**config.mk**
```make
export PLATFORM = sky130hd
export DESIGN_NAME = riscv_fetch_unit
export DESIGN_NICKNAME = d
export VERILOG_FILES = /design/src/rtl/riscv_fetch_unit.sv
export SDC_FILE = /design/constraint.sdc
export NUM_CORES = 1
export LEC_CHECK = 0
export BUFFER_PORTS_ARGS = -buffer_cell sky130_fd_sc_hd__buf_2
export CORE_UTILIZATION = 60
export CTS_CLUSTER_SIZE = 20
export DETAILED_ROUTE_END_ITERATION = 12
export PLACE_DENSITY = 0.83
export SLEW_MARGIN = 20
export SYNTH_ARGS = -nofsm -noshare
export SYNTH_HDL_FRONTEND = slang
export SYNTH_SLANG_ARGS = --single-unit
```
**constraint.sdc**
```tcl
create_clock -name clk -period 9.05 [get_ports clk]
set_clock_uncertainty 0.05 [all_clocks]
set_input_delay 0.4525 -clock clk [delete_from_list [all_inputs] [get_ports clk]]
set_output_delay 0.4525 -clock clk [all_outputs]
set_load 0.03 [all_outputs]
```
**src/rtl/riscv_fetch_unit.sv**
```systemverilog
// Instruction-fetch front end: pipelined ROM requests, an in-order PC/instruction queue, and a redirect flush.
// Define FETCH_PERF_CNT_EN to add the perf_flush_cnt / perf_starve_cnt counters.
module riscv_fetch_unit #(
    parameter int                   BUS_WIDTH  = 32,
    parameter int                   DATA_WIDTH = 32,
    parameter int                   FIFO_DEPTH = 4,
    parameter logic [BUS_WIDTH-1:0] RESET_PC   = '0,
    parameter int                   PC_STEP    = 4
) (
    input  logic                  clk,
    input  logic                  rst,
    input  logic                  redirect_valid,
    input  logic [BUS_WIDTH-1:0]  redirect_pc,
    output logic                  rom_req_valid,
    input  logic                  rom_req_ready,
    output logic [BUS_WIDTH-1:0]  rom_address,
    input  logic                  rom_rsp_valid,
    input  logic [DATA_WIDTH-1:0] rom_rdata,
    output logic                  if_valid,
    input  logic                  if_ready,
    output logic [DATA_WIDTH-1:0] if_instruction,
    output logic [BUS_WIDTH-1:0]  if_pc
`ifdef FETCH_PERF_CNT_EN
    ,
    output logic [31:0]           perf_flush_cnt,
    output logic [31:0]           perf_starve_cnt
`endif
);

    localparam int IDX_W = $clog2(FIFO_DEPTH);
    localparam int PTR_W = IDX_W + 1;
    localparam int CNT_W = PTR_W + 1;

    logic [BUS_WIDTH-1:0]  r_fetch_pc;
    logic [PTR_W-1:0]      r_alloc_ptr;
    logic [PTR_W-1:0]      r_fill_ptr;
    logic [PTR_W-1:0]      r_rd_ptr;
    logic [PTR_W-1:0]      r_drop_cnt;
    logic [BUS_WIDTH-1:0]  r_pc_mem    [FIFO_DEPTH];
    logic [DATA_WIDTH-1:0] r_instr_mem [FIFO_DEPTH];

    logic                  w_full_alloc;
    logic                  w_req_fire;
    logic                  w_rsp_fill;
    logic                  w_rsp_drop;
    logic                  w_rsp_orphan;
    logic                  w_pop;
    logic [PTR_W-1:0]      w_inflight;
    logic [CNT_W-1:0]      w_drop_sum;
    logic [BUS_WIDTH-1:0]  w_fetch_pc_nxt;
    logic [PTR_W-1:0]      w_alloc_nxt;
    logic [PTR_W-1:0]      w_fill_nxt;
    logic [PTR_W-1:0]      w_rd_nxt;
    logic [PTR_W-1:0]      w_drop_nxt;

    assign w_full_alloc  = (r_alloc_ptr - r_rd_ptr) == PTR_W'(FIFO_DEPTH);
    assign w_inflight    = r_alloc_ptr - r_fill_ptr;
    assign rom_req_valid = !w_full_alloc && !rst;
    assign rom_address   = r_fetch_pc;
    assign w_req_fire    = rom_req_valid && rom_req_ready;

    // Stale responses are swallowed first; the queue only fills once drop_cnt has drained.
    assign w_rsp_drop    = rom_rsp_valid && (r_drop_cnt != '0);
    assign w_rsp_fill    = rom_rsp_valid && (r_drop_cnt == '0) && (w_inflight != '0);
    assign w_rsp_orphan  = rom_rsp_valid && (r_drop_cnt == '0) && (w_inflight == '0);

    assign if_valid      = r_fill_ptr != r_rd_ptr;
    assign w_pop         = if_valid && if_ready;

    // Every request still owed a response after this edge, including one accepted right now.
    assign w_drop_sum    = {1'b0, r_drop_cnt} + {1'b0, w_inflight} + CNT_W'(w_req_fire)
                         - CNT_W'(w_rsp_fill || w_rsp_drop);

    // Masked so decode sees zeros while the queue is empty, including straight out of reset.
    assign if_instruction = if_valid ? r_instr_mem[r_rd_ptr[IDX_W-1:0]] : '0;
    assign if_pc          = if_valid ? r_pc_mem[r_rd_ptr[IDX_W-1:0]]    : '0;

    // NOTE: every always_comb output gets a default first, so no path can infer a latch.
    always_comb begin
        w_fetch_pc_nxt = r_fetch_pc;
        w_alloc_nxt    = r_alloc_ptr;
        w_fill_nxt     = r_fill_ptr;
        w_rd_nxt       = r_rd_ptr;
        w_drop_nxt     = r_drop_cnt;
        if (redirect_valid) begin
            w_alloc_nxt    = r_alloc_ptr + PTR_W'(w_req_fire);
            w_fill_nxt     = w_alloc_nxt;
            w_rd_nxt       = w_alloc_nxt;
            w_drop_nxt     = w_drop_sum[PTR_W-1:0];
            w_fetch_pc_nxt = redirect_pc;
        end else begin
            if (w_req_fire) begin
                w_alloc_nxt    = r_alloc_ptr + 1'b1;
                w_fetch_pc_nxt = r_fetch_pc + BUS_WIDTH'(PC_STEP);
            end
            if (w_rsp_fill) begin
                w_fill_nxt = r_fill_ptr + 1'b1;
            end
            if (w_rsp_drop) begin
                w_drop_nxt = r_drop_cnt - 1'b1;
            end
            if (w_pop) begin
                w_rd_nxt = r_rd_ptr + 1'b1;
            end
        end
    end

    // NOTE: sequential state uses non-blocking assignments so all registers update from pre-edge values.
    always_ff @(posedge clk) begin
        if (rst) begin
            r_fetch_pc  <= RESET_PC;
            r_alloc_ptr <= '0;
            r_fill_ptr  <= '0;
            r_rd_ptr    <= '0;
            r_drop_cnt  <= '0;
        end else begin
            r_fetch_pc  <= w_fetch_pc_nxt;
            r_alloc_ptr <= w_alloc_nxt;
            r_fill_ptr  <= w_fill_nxt;
            r_rd_ptr    <= w_rd_nxt;
            r_drop_cnt  <= w_drop_nxt;
        end
    end

    // NOTE: queue storage is not reset; the pointers alone decide which entries are meaningful.
    always_ff @(posedge clk) begin
        if (w_req_fire) begin
            r_pc_mem[r_alloc_ptr[IDX_W-1:0]] <= r_fetch_pc;
        end
        if (w_rsp_fill) begin
            r_instr_mem[r_fill_ptr[IDX_W-1:0]] <= rom_rdata;
        end
    end

`ifdef FETCH_PERF_CNT_EN
    logic [31:0] r_perf_flush_cnt;
    logic [31:0] r_perf_starve_cnt;

    always_ff @(posedge clk) begin
        if (rst) begin
            r_perf_flush_cnt  <= '0;
            r_perf_starve_cnt <= '0;
        end else begin
            if (redirect_valid && (r_perf_flush_cnt != '1)) begin
                r_perf_flush_cnt <= r_perf_flush_cnt + 32'd1;
            end
            if (if_ready && !if_valid && (r_perf_starve_cnt != '1)) begin
                r_perf_starve_cnt <= r_perf_starve_cnt + 32'd1;
            end
        end
    end

    assign perf_flush_cnt  = r_perf_flush_cnt;
    assign perf_starve_cnt = r_perf_starve_cnt;
`endif

    a_no_orphan_rsp: assert property (@(posedge clk) disable iff (rst) !w_rsp_orphan);

    a_drop_bounded: assert property (@(posedge clk) disable iff (rst)
        redirect_valid |-> (w_drop_sum <= CNT_W'(FIFO_DEPTH)));

    a_addr_hold: assert property (@(posedge clk) disable iff (rst)
        (rom_req_valid && !rom_req_ready && !redirect_valid) |=> $stable(rom_address));

endmodule

```
==> flow_summary.ini, run 1 <==
[pwr]
peakVddDrop_v = 0.0001366
seq_power_share_pct = 47.2
power.leakage_nw = 5.142
combPwrFrac_pct = 20.9
internal_power_w = 0.002515
switching_share_pct = 28.82
powerDensity_nw_per_um2 = 241.2
netSwitchingPower_w = 0.001018
p_clk_share_pct = 31.9

[die]
die_h_um = 147.1
core_area_um2 = 20430
die_area_um2 = 21630
io_pins = 168
rows = 52
die_w_um = 147.1
start_util_pct = 61.82

[routing]
drt-total-wl_mm = 26.80
drtAntennaViolNets = 0
viasPerCell = 6.061
firstDrtPassIters = 5
drt-initial-drc-count = 554
wl_per_cell_um = 21.83
dr_total_vias = 7443
drc_errors = 0

[synthesis]
syn_area_per_cell_um2 = 16.49
dominantRegCellSynth = edfxtp_1
ys_seq_area_share_pct = 68.16
synth_edf_count = 256
syn-num-nets = 858
netlist_area_um2 = 12630
syn_inst = 766
async_flop_share_pct = 0
yosys_warnings = 0
synthDistinctLibCells = 54
ys_seq_elements = 302

[min_path]
min_path_type = in2reg
hold_start = rom_rdata[9]

[cells_and_area]
final_cells = 1228
final_cell_area_um2 = 14650
mostFrequentLayoutCells = 256 x edfxtp_1, 167 x buf_2, 77 x and2_1
finish.net_count = 1027
multi_input_area_um2 = 3789
seqCellArea_um2 = 8613
layout_commonest_cell = edfxtp_1
areaGrowthSynthToFinish_pct = 15.97
drive_above_1_share_pct = 31.24
n_fill_cell = 1281

[setup_path]
cp.required_ps = 9390
rrSetupSlack_ps = 5140
critPathArrivalTime_ps = 4250
endpoint_kind = flop
startpoint = r_alloc_ptr[0]
crit_path_start_kind = flop
critPathKind = reg2reg
reg2reg_from = r_alloc_ptr[0]
worst-path-max-fanout = 9

[grt]
antenna_found_initial = 1
overflow = 0
grt_pass1_vias = 7413
grt_usage_pct = 25.00
grt_pass1_wl_mm = 40.90
grt_max_degree = 61

[clocking]
clock_latency_ps = 530
cts_hold_buf = 0
clk_pin_slew_ps = 60
root_buffer = clkbuf_16
h-tree-depth = 1
cts_setup_buffers = 0
cts_buffer_depth = 3
cts.sinks = 302
cts_tree = yes
cts_resized = 0
numCtsBuffers = 29

[timing]
max_slew_margin_pct = 36.12
worst_pin_slew_ps = 949.4
period_share_pct = 43.19
max_freq_mhz = 255.8
hold_violations = 0
rsz0062_at_grt = no
setup-tns-final_ps = 0
fin_crit_ps = 3909
drv_slew = 0
finalSetupViolCount = 0

[place]
place_area_um2 = 13740
gp_congestion = 0.8876
dp.cells = 1174
port_buffers = 167
dp_hpwl_mm = 16.77

[run]
cap_violations = 0

[outcome]
status = finished clean
registers in the layout, indices dropped and copies added, names as in the netlist, named ones only:
register     cells
r_instr_mem    128
r_drop_cnt       3
r_alloc_ptr      3
rom_address     32
r_rd_ptr         3
r_pc_mem       128
r_fill_ptr       3
layer usage:
layer	up-vias	GRT usage, %	share of wire, %
li1	3338	-	-
met1	3748	34.14	40
met2	316	42.83	51
met3	41	3.323	7.2
met4	0	6.546	1.8
met5	-	0	0
power groups by stage:
stage               combinational [W]  sequential, W  clock [W]
floorplan                    0.000523        0.00168          0
global placement             0.000723        0.00169          0
detailed placement           0.000736        0.00169          0
CTS                          0.000744        0.00167    0.00115
global route                 0.000789        0.00168    0.00120
finish                       0.000737        0.00167    0.00113
final cells by class:
| cell class | count | area share [%] |
|---|---|---|
| Tap cell | 270 | 2.307 |
| Multi-Input combinational cell | 403 | 25.87 |
| Inverter | 20 | 0.5126 |
| Timing Repair Buffer | 179 | 6.322 |
| Sequential cell | 302 | 58.81 |
| Antenna cell | 1 | 0.01709 |
| Clock buffer | 42 | 5.698 |
| Clock inverter | 11 | 0.4698 |
cell usage after synthesis (4+ instances only):
master | count | area [µm²]
a211oi_1 | 19 | 142.6
a21oi_1 | 16 | 80.08
a311oi_1 | 7 | 61.31
a31oi_1 | 9 | 56.30
and2_1 | 77 | 481.7
buf_1 | 6 | 22.52
buf_2 | 4 | 20.02
clkbuf_1 | 31 | 116.4
dfxtp_1 | 46 | 920.9
edfxtp_1 | 256 | 7687
ha_1 | 19 | 237.7
inv_1 | 18 | 67.56
mux4_2 | 64 | 1441
nand2_1 | 19 | 71.32
nand3_1 | 14 | 70.07
nand4_1 | 9 | 56.30
nor2_1 | 33 | 123.9
nor3_1 | 6 | 30.03
nor4_1 | 6 | 37.54
o2111ai_1 | 5 | 43.79
o21ai_0 | 9 | 45.04
o22ai_1 | 4 | 25.02
o31ai_1 | 4 | 30.03
or3_1 | 4 | 25.02
or4_1 | 5 | 37.54
xnor2_1 | 22 | 192.7
xor2_1 | 12 | 105.1
through the flow:
step	util, %	hold slack, ps	setup WS [ps]	power (W)
2_1_floorplan	-	438.7	5606	0.002207
3_3_place_gp	67.26	459.4	5351	0.002411
3_5_place_dp	67.26	480.5	5258	0.002431
4_1_cts	71.68	69.15	5191	0.003557
5_1_grt	71.68	76.05	4909	0.003663
6_report	71.69	89.02	5141	0.003533
final timing paths:
check                      end  depth (start not counted)
max              r_drop_cnt[2]                         15
min          r_instr_mem[0][9]                          1
max reg2reg      r_drop_cnt[2]                         15
min reg2reg     r_pc_mem[3][1]                          0
cells by family (layout without fill, tap and decap cells):
logic type	count (synthesis)	count (layout)	share of synthesized area (%)
AOI/OAI and AO/OA	88	88	4.825
xor gates and xnor gates	37	37	2.794
adders and majority gates	22	22	2.358
buffers and inverters	61	252	1.852
DFF	302	302	68.16
muxes	67	67	11.65
other	0	1	0
and+or+nand+nor	189	189	8.362
worst max-delay path, cell delays in order (launching register included):
cell,delay [ps]
dfxtp_1,420
inv_1,130
ha_1,230
fa_1,410
xnor3_1,240
a31oi_1,580
nand2b_1,200
ha_1,260
fa_1,380
inv_1,80
fa_1,170
xnor2_1,130
xnor2_1,90
o21ai_0,200
xnor2_1,150
nor2_1,50
Power figures use the tool's default switching activity.
==> run 2: changes to the inputs <==
- CORE_UTILIZATION: 60 -> 58
- PLACE_DENSITY: 0.83 -> 0.8
- clock period: 9.05 -> 4 ns (I/O delays scaled with it)
==> flow_summary.ini, run 2 (same netlist as run 1, synthesis figures left out) <==
[setup_path]
reg2reg_from = r_alloc_ptr[0]
r2r_cells = 15
cp.required_ps = 4370
worst-path-max-fanout = 5
critPathArrivalTime_ps = 3830
critPathKind = reg2reg
endpoint = r_drop_cnt[2]
crit_path_start_kind = flop
rrSetupSlack_ps = 540
endpoint_kind = flop
r2r_end = r_drop_cnt[2]
startpoint = r_alloc_ptr[0]

[routing]
firstDrtPassIters = 4
viasPerCell = 5.871
dr_total_vias = 7638
drc_errors = 0
drtAntennaViolNets = 0
drt-initial-drc-count = 498
wl_per_cell_um = 20.91
drt-total-wl_mm = 27.21

[die]
die_area_um2 = 22370
start_util_pct = 59.70
rows = 53
core_area_um2 = 21150
die_h_um = 149.6
die_w_um = 149.6
io_pins = 168

[pwr]
powerDensity_nw_per_um2 = 544.9
peakVddDrop_v = 0.0003394
power.leakage_nw = 5.498

[cells_and_area]
mostFrequentLayoutCells = 256 x edfxtp_1, 167 x buf_2, 73 x and2_1
areaGrowthSynthToFinish_pct = 22.66
finish.net_count = 1095
drive_above_1_share_pct = 30.12
final_cell_area_um2 = 15490
finish.utilization_pct = 73.23
n_fill_cell = 1265
antenna_cells = 0
layout_commonest_cell = edfxtp_1

[place]
gp_congestion = 0.8760
port_buffers = 167
place_area_um2 = 13800
dp_hpwl_mm = 16.32

[timing]
setup-tns-final_ps = 0
rsz0062_at_grt = no
max_slew_margin_pct = 28.35
finalSetupViolCount = 0
drv_slew = 0
fin_crit_ps = 3462
whs_ps = 49.29
period_share_pct = 86.54
worst_pin_slew_ps = 1075
max_freq_mhz = 288.9
hold_violations = 0

[clocking]
cts_resized = 0
cts_hold_buf = 64
cts.sinks = 302
clock_latency_ps = 540
cts_tree = yes
clk_pin_slew_ps = 70
root_buffer = clkbuf_16
numCtsBuffers = 29
cts_buffer_depth = 3
cts_setup_buffers = 0
h-tree-depth = 1

[grt]
grt_pass1_wl_mm = 41.53
grt_max_degree = 67
grt_usage_pct = 24.70
overflow = 0
antenna_found_initial = 1
grt_pass1_vias = 7752

[outcome]
status = finished clean

[min_path]
min_path_type = in2reg

[run]
cap_violations = 0
run 2: area by class of cell:
type	instances	area (µm²)	share of cell area [%]
clock buffers	42	834.6	5.387
clock inverters	12	219.0	1.413
inverters	20	75.07	0.4846
multi-input cells	403	3794	24.49
flip-flops and latches	302	8616	55.62
well taps	275	344.1	2.221
repair buffers	247	1609	10.39
run 2: layer usage:
metal / vias to the layer above / global-route usage, % / part of all wire, %
met3: 48 / 3.293 / 6.5
met1: 3801 / 32.74 / 41
met4: 2 / 7.449 / 2.2
li1: 3480 / - / -
met2: 307 / 42.64 / 51
met5: - / 0 / 0.048
run 2: critical path, stage by stage, from the launching register on:
cell and delay, ps:
dfxtp_1 430, inv_1 130, ha_1 230, fa_1 410, xnor3_1 260, a31oi_1 110, nand2b_1 160, ha_1 290
fa_1 170, inv_1 50, fa_1 370, xnor2_1 200, xnor2_1 80, o21ai_0 190, xnor2_1 140, nor2_1 50
run 2: worst min path at each step:
stage                   from            endpoint  slack (ps)  cells past startpoint
2_1_floorplan   rom_rdata[0]   r_instr_mem[0][0]         250                      0
3_3_place_gp    rom_rdata[5]   r_instr_mem[0][5]         360                      1
3_5_place_dp   rom_rdata[26]  r_instr_mem[2][26]         370                      1
4_1_cts        rom_rsp_valid       r_drop_cnt[1]          30                      4
5_1_grt        rom_rsp_valid       r_drop_cnt[1]          50                      4
6_report       rom_rsp_valid       r_drop_cnt[1]          50                      4
run 2: metrics by stage:
stage / total power [W] / cells / setup WS [ps]
4_1_cts: 0.008483 / 1301 / 536.1
3_5_place_dp: 0.005494 / 1183 / 542.1
3_3_place_gp: 0.005451 / 1183 / 644.8
2_1_floorplan: 0.004994 / 766 / 555.8
5_1_grt: 0.008742 / 1301 / 278.9
6_report: 0.008442 / 1301 / 538.3
run 2: where the power goes:
part / internal, W / leakage [nW] / switching, W
combinational: 0.000656 / 2.27 / 0.00103
clock: 0.00183 / 0.510 / 0.00113
sequential: 0.00363 / 2.71 / 0.000162
==> run 3: changes to the inputs <==
- BUFFER_PORTS_ARGS: -buffer_cell sky130_fd_sc_hd__buf_2 -> not set
- CORE_UTILIZATION: 58 -> 60
- DONT_BUFFER_PORTS: not set -> 1
- PLACE_DENSITY: 0.8 -> 0.76
==> flow_summary.ini, run 3 (same netlist as run 1, synthesis figures left out) <==
[min_path]
min_path_type = in2reg
holdPathStages = 3

[clocking]
cts_tree = yes
cts_buffer_depth = 3
numCtsBuffers = 30
cts.sinks = 302
clock_latency_ps = 550
cts_setup_buffers = 0
clk_pin_slew_ps = 60
h-tree-depth = 1
root_buffer = clkbuf_16

[die]
die_area_um2 = 21630
die_h_um = 147.1
core_area_um2 = 20430
io_pins = 168
rows = 52
die_w_um = 147.1
start_util_pct = 61.82

[grt]
grtUsageMet1_pct = 34.19
overflow = 0
grt_util_met3_pct = 3.913
grt_busiest_layer = met2
grtUsageMet2_pct = 42.67
grt_pass1_vias = 7452
antenna_found_initial = 0
grt_pass1_wl_mm = 41.74
grt_usage_pct = 25.28
grt_max_degree = 67

[cells_and_area]
final_cell_area_um2 = 14740
antenna_cells = 0
areaGrowthSynthToFinish_pct = 16.71
layout_commonest_cell = edfxtp_1
seqCellArea_um2 = 8616
drive_above_1_share_pct = 15.09
mostFrequentLayoutCells = 256 x edfxtp_1, 83 x dlygate4sd3_1, 73 x and2_1
n_fill_cell = 1273
multi_input_area_um2 = 3797
finish.net_count = 944

[setup_path]
critPathTopFamily = buffers and inverters
critPathArrivalTime_ps = 4040
rrSetupSlack_ps = 400
cp.buffers_inverters = 3
slowest_delay_ps = 570
slowest_stage = dlygate4sd3_1
r2r_cells = 12
crit_path_start_kind = flop
critPathKind = reg2reg
cp_common_cell = ha_1
cp_cell_sequence = inv_1 > ha_1 > nor2b_1 > xor2_2 > o21ai_2 > inv_2 > ha_1 > ha_1 > xor2_1 > a21oi_1 > nor3_1 > dlygate4sd3_1
worst-path-max-fanout = 10
path_depth = 12
cp.required_ps = 4440
endpoint_kind = flop

[routing]
drtAntennaViolNets = 0
dr_total_vias = 7175
drc_errors = 0
firstDrtPassIters = 5
wl_per_cell_um = 23.33
viasPerCell = 6.266
drt-initial-drc-count = 491
drt-total-wl_mm = 26.72

[timing]
worst_pin_slew_ps = 992.8
period_share_pct = 89.90
setup-tns-final_ps = 0
fin_crit_ps = 3596
rsz0062_at_grt = no
finalSetupViolCount = 0
drv_slew = 0
hold_violations = 0
max_slew_margin_pct = 33.60
whs_ps = 112.7
max_freq_mhz = 278.1

[pwr]
peakVddDrop_v = 0.0003066
power.leakage_nw = 4.799
powerDensity_nw_per_um2 = 537.0

[place]
port_buffers = 0
gp_congestion = 0.8932
place_area_um2 = 12970
dp_hpwl_mm = 16.23

[outcome]
status = finished clean

[run]
cap_violations = 0
## run 3: worst paths after layout
check,start,end
worst min-delay path,rom_req_ready,rom_address[24]
worst max register to register,r_alloc_ptr[0],r_fill_ptr[2]
worst max-delay path,r_alloc_ptr[0],r_fill_ptr[2]
worst min register to register,r_drop_cnt[2],r_drop_cnt[2]
## run 3: area by class of cell
| type | count | share of cell area (%) |
|---|---|---|
| flip-flops and latches | 302 | 58.45 |
| multi-input cells | 403 | 25.76 |
| repair buffers | 95 | 6.757 |
| clock buffers | 43 | 5.636 |
| well taps | 270 | 2.292 |
| clock inverters | 12 | 0.5942 |
| inverters | 20 | 0.5093 |
## run 3: power by group
group / internal (W) / total (W) / switching [W]
Clock: 0.00150 / 0.00262 / 0.00112
Sequential: 0.00363 / 0.00383 / 0.000201
Combinational: 0.000522 / 0.00147 / 0.000945
## run 3: worst register-to-register path, cell delays in order (launching register included)
cell and delay [ps]:
dfxtp_1 370, inv_1 160, ha_1 170, nor2b_1 380, xor2_2 250, o21ai_2 430, inv_2 200, ha_1 230
ha_1 220, xor2_1 240, a21oi_1 100, nor3_1 160, dlygate4sd3_1 570
## run 3: per-stage QoR
step | power (W) | setup WS [ps] | util [%] | std cells
floorplan | 0.004994 | 555.8 | - | 766
global placement | 0.005216 | 680.4 | 63.47 | 1006
detailed placement | 0.005276 | 537.7 | 63.47 | 1006
global route | 0.008209 | 137.2 | 72.15 | 1145
finish | 0.007915 | 404.1 | 72.15 | 1145
CTS | 0.007964 | 506.8 | 72.13 | 1145
## run 3: layer usage
metal	part of all wire, %	up-vias
met5	0	-
met1	39	3618
met4	2.4	0
met2	51	329
li1	-	3172
met3	7.7	56
## run 3: repair_timing
item / 4_1_cts / 5_1_grt
endpoints found under the hold margin: 174 / 0
endpoints found under the setup margin: 0 / 0
resized for setup: 0 / 0
hold buffers: 84 / 0
